==> config.mk <==
export PLATFORM = sky130hd
export DESIGN_NAME = voice_display_scheduler
export DESIGN_NICKNAME = d
export VERILOG_FILES = /design/src/rtl/voice_display_scheduler.sv
export SDC_FILE = /design/constraint.sdc
export NUM_CORES = 1
export LEC_CHECK = 0
export BUFFER_PORTS_ARGS = -buffer_cell sky130_fd_sc_hd__buf_4
export CORE_UTILIZATION = 60
export CTS_CLUSTER_DIAMETER = 200
export CTS_CLUSTER_SIZE = 30
export DETAILED_ROUTE_END_ITERATION = 10
export GPL_TIMING_DRIVEN = 0
export HOLD_SLACK_MARGIN = 0.12
export PLACE_DENSITY = 0.8
export SETUP_SLACK_MARGIN = 0.1
export SLEW_MARGIN = 20
export SYNTH_ARGS = -nofsm -noshare
export SYNTH_HDL_FRONTEND = slang
export SYNTH_SLANG_ARGS = --single-unit
==> constraint.sdc <==
create_clock -name clk -period 2.5 [get_ports clk]
set_clock_uncertainty 0.05 [all_clocks]
set_input_delay 0.5 -clock clk [delete_from_list [all_inputs] [get_ports clk]]
set_output_delay 0.5 -clock clk [all_outputs]
set_load 0.02 [all_outputs]
==> src/rtl/voice_display_scheduler.sv <==
// voice_display_scheduler: validate received voice-command bytes, queue them and pace them onto the 7-segment display
module voice_display_scheduler #(
    parameter int          DEPTH       = 4,
    parameter logic [26:0] HOLD_CYCLES = 27'd100_000_000,
    parameter logic [27:0] IDLE_CYCLES = 28'd200_000_000,
    parameter int          CNT_W       = 28,
    parameter logic [5:0]  MAX_ID      = 6'd35,
    parameter logic [5:0]  BLANK_ID    = 6'd63
) (
    input  logic       clk,
    input  logic       nRESET,
    input  logic [7:0] rx_data,
    input  logic       rx_busy,
    output logic [5:0] id_out,
    output logic       id_valid,
    output logic       fifo_full,
    output logic       overflow,
    output logic [7:0] reject_count,
    output logic [1:0] state
);
    localparam int AW = $clog2(DEPTH);
    localparam logic [CNT_W-1:0] HOLD_LAST = CNT_W'(HOLD_CYCLES - 27'd1);
    localparam logic [CNT_W-1:0] IDLE_LAST = CNT_W'(IDLE_CYCLES - 28'd1);

    typedef enum logic [1:0] {IDLE = 2'd0, LOAD = 2'd1, SHOW = 2'd2, LINGER = 2'd3} state_t;

    state_t           st;
    logic [CNT_W-1:0] cnt;
    logic             rx_busy_q;
    logic [5:0]       mem [DEPTH];
    logic [AW-1:0]    wr_ptr, rd_ptr;
    logic [AW:0]      count;
    logic [5:0]       cand;
    logic             done, good, empty, pop, push;

    assign cand      = {rx_data[2], rx_data[3], rx_data[4], rx_data[5], rx_data[6], rx_data[7]};
    assign done      = rx_busy_q & ~rx_busy;
    assign good      = done & (rx_data[1:0] == 2'b00) & (cand <= MAX_ID);
    assign empty     = count == '0;
    assign fifo_full = count == (AW+1)'(DEPTH);
    assign pop       = (st == LOAD) & ~empty;
    assign push      = good & (~fifo_full | pop);
    assign state     = st;

    // FIFO storage; a full FIFO still accepts a byte when the head leaves on the same edge
    always_ff @(posedge clk) begin
        if (push) mem[wr_ptr] <= cand;
    end

    // byte detection, queue bookkeeping, overflow flag and reject counter
    always_ff @(posedge clk or negedge nRESET) begin
        if (!nRESET) begin
            rx_busy_q    <= 1'b0;
            wr_ptr       <= '0;
            rd_ptr       <= '0;
            count        <= '0;
            overflow     <= 1'b0;
            reject_count <= 8'd0;
        end else begin
            rx_busy_q <= rx_busy;
            if (push) wr_ptr <= wr_ptr + AW'(1);
            if (pop) rd_ptr <= rd_ptr + AW'(1);
            count <= count + (AW+1)'(push) - (AW+1)'(pop);
            if (good & fifo_full & ~pop) overflow <= 1'b1;
            if (done & ~good & (reject_count != 8'hFF)) reject_count <= reject_count + 8'd1;
        end
    end

    // display sequencer: load head, hold it, linger on the last ID, then blank
    always_ff @(posedge clk or negedge nRESET) begin
        if (!nRESET) begin
            st       <= IDLE;
            cnt      <= '0;
            id_out   <= BLANK_ID;
            id_valid <= 1'b0;
        end else begin
            case (st)
                IDLE: begin
                    id_out   <= BLANK_ID;
                    id_valid <= 1'b0;
                    if (!empty) st <= LOAD;
                end
                LOAD: begin
                    id_out   <= mem[rd_ptr];
                    id_valid <= 1'b1;
                    cnt      <= '0;
                    st       <= SHOW;
                end
                SHOW: begin
                    if (cnt == HOLD_LAST) begin
                        if (!empty) st <= LOAD;
                        else begin
                            cnt <= '0;
                            st  <= LINGER;
                        end
                    end else cnt <= cnt + CNT_W'(1);
                end
                LINGER: begin
                    if (!empty) st <= LOAD;
                    else if (cnt == IDLE_LAST) begin
                        st       <= IDLE;
                        id_out   <= BLANK_ID;
                        id_valid <= 1'b0;
                    end else cnt <= cnt + CNT_W'(1);
                end
            endcase
        end
    end
endmodule

==> metrics.txt <==
total of buffers placed on input and output ports 29; Cell Area, Synth 0.00398 sq mm; startpoint type of the worst setup path register; number of enable-type register cells in the synthesized netlist 24; final weighted congestion in routability-driven placement 0.898; dominant synthesized flop cell dfrtp_1; Ant. Diodes 0; proportion of total power due to net switching 30.2%; data arrival time of the critical path 2630 ps; biggest fanout along the worst timing path 7; critical path start-end classification register to register; Area growth syn-to-layout 19.9%; detail-routed via count per cell 6.34; detailed-route via count 3,147; status finished clean; antenna-violating nets left 0; top cell type by total area after synthesis dfrtp_1; remaining max-slew budget at the tightest pin 50.2%; setup repair after global routing missed its margin true; Final setup viols 0; Tightest Hold Check Type input pin to async pin; Placement Setup Slack -338 ps; proportion of power drawn by the clock network around a third; standard-cell row count 29; Overflow after GRT 0; Power Dens Cells ~640 mW/mm^2; Most Crowded Layer GR met2; Die Area around 0.0070 sq mm; combinational group share of total power 17.0%; total of flip-flops plus latches after synthesis 78; global-route total usage across every layer around 26%; detail-routed net length per standard cell 18.2 um; mean instance size in the synthesized netlist 11.3 sq um; internal portion of total power 2.12 mW; top post-synthesis cells by area dfrtp_1 (30%), edfxtp_1 (18%), dfstp_2 (4.0%); Hold Vio Cnt, Final 0; fraction of layout instances using a drive strength above 1 a little under a third; Tightest Pin Transition 741 ps; R2R cell count 8; Detailed Place HPWL 5700 um; maximum number of pins on one net before global-route repair 55; boundary pin count 30; CTS tree built; count of clock tree sinks 78; most common library cell in the layout ignoring fill and taps dfrtp_1; total power of the final layout 3.04 mW; y dimension of the die 83.4 um; wire length of the first global-routing pass ~14,000 um; initial cell density of the core 62.3%; placeable core region 0.00639 sq mm; Sw Pwr 0.917 mW; insertion delay to the later sink of the worst-skew pair between 300 and 400 ps; sequential fraction of design power approximately 51%; share of the clock period used by the worst path after layout 97.9%; Pins Over Slew Limit 0; die boundary width 83.4 um; Yosys warnings 0; time the final worst path needs with I/O delays and setup approximately 2400 ps; global-route met2 utilization between 40% and 50%; worst-case clock buffer depth 2; final setup slack of the worst path 52.9 ps; cell area reported after detailed placement 0.00429 sq mm; register area share after synthesis 52.3%; cell chosen for the clock root clkbuf_8; total clock buffers created by CTS 9; worst path required time 2690 ps; Placed Cells incl. Taps 459; wirelength, routed 9040 um; final cell count without fillers about 500; Pleak 1.99 nW; gate count of the mapped netlist approximately 350; fraction of synthesis flops using an asynchronous set or reset pin just under 70%; leading cell types in the layout, fill and taps excluded dfrtp_1 (46), buf_4 (45), nand2_1 (32); final cell area excluding filler cells 0.00477 sq mm; grt met3 use 5.47%; Fillers 396; number of global-route vias before repair approximately 2,900; WHS approximately 110 ps; DR pass1 iterations 5; Post-route DRC 0; Peak Freq approximately 0.41 GHz; Synth top area share 30.2%; endpoint type of the worst setup path register; met1 capacity usage during global routing 33.4%; number of levels the H-tree was split into 3; DRC marker count from the first detailed-route iteration 383; number of distinct library cells after synthesis 66; clock slew at the register clock pins of the worst setup and hold paths about 90 ps; IR Drop Worst-Case VDD approximately 0.00054 V; number of maximum-capacitance constraint violations 0; initial antenna violation count 0; Syn Nets between 300 and 400; layout net count 433
## power groups by stage
stage / sequential [mW] / combinational (mW) / clock, mW
4_1_cts: 1.53 / 0.497 / 1.00
3_3_place_gp: 1.54 / 0.462 / 0
3_5_place_dp: 1.55 / 0.492 / 0
2_1_floorplan: 1.59 / 0.246 / 0
5_1_grt: 1.56 / 0.570 / 1.05
6_report: 1.53 / 0.517 / 0.989
## cell usage after synthesis (8+ instances only)
| master | count |
|---|---|
| dfrtp_1 | 48 |
| nand3_1 | 24 |
| edfxtp_1 | 24 |
| nand4_1 | 14 |
| and2_1 | 10 |
| o21ai_0 | 23 |
| nand2_1 | 32 |
| a21oi_1 | 15 |
| nor2_1 | 21 |
| a31oi_1 | 13 |
| inv_1 | 9 |
| xnor2_1 | 8 |
## worst max-delay path, cell delays in order (launching register included)
cell     delay [ps]
dfrtp_1         390
buf_6           130
or4_4           510
or4_4           480
o31ai_4         280
buf_6           170
a21oi_2          30
o21ai_1         180
o41ai_2          90
## routing by layer
metal  vias to the layer above  part of all wire [%]
met5                         -                     0
met4                         0                   3.8
met3                        37                   6.4
met2                       142                    48
met1                      1521                    42
li1                       1447                     -
## logic make-up after synthesis
group / share of synthesized area [%]
compound gates: 15.3
xor+xnor: 2.86
fa+ha+maj: 2.71
buf+inv: 3.46
flops: 52.3
mux: 4.44
simple gates: 19.0
## worst paths after layout
kind,start,to,slack (ps)
hold reg to reg,overflow$_DFFE_PN0P_,overflow$_DFFE_PN0P_,450
setup / recovery,cnt[17]$_DFFE_PN0P_,cnt[26]$_DFFE_PN0P_,50
hold / removal,nRESET,cnt[17]$_DFFE_PN0P_,110
max in group asynchronous,nRESET,cnt[11]$_DFFE_PN0P_,1750
setup reg to reg,cnt[17]$_DFFE_PN0P_,cnt[26]$_DFFE_PN0P_,50
min in group clk,rx_busy,rx_busy_q$_DFF_PN0_,210
## metrics by stage
stage                     util (%)  setup TNS (ps)
after floorplan                  -               0
after global placement        67.2            -420
after detailed placement      67.2           -3880
after CTS                     71.9               0
after global routing          74.7           -20.5
final                         74.7               0
## registers in the layout (all words and copies together) (netlist names)
register	count
cnt	28
mem	24
reject_count	8
id_out	6
count	3
rd_ptr	2
state	2
wr_ptr	2
id_valid	1
overflow	1
rx_busy_q	1
## timing repair
action / CTS / global route
cloned: 0 / 2
setup buffers: 9 / 10
hold buffers: 0 / 0
pin swaps: 2 / 9
gates resized for setup: 8 / 39
setup endpoints to repair: 25 / 34
## area by class of cell
cell class,count,area (sq um),area share (%)
sequential,78,2080,43.7
clock buffer,9,124,2.60
buffer,14,111,2.34
clock inverter,7,80.1,1.68
multi-input combinational,252,1850,38.8
inverter,10,40.0,0.840
timing repair buffer,49,383,8.03
tap,77,96.3,2.02
Note: power is estimated with default switching activity, not from simulation.
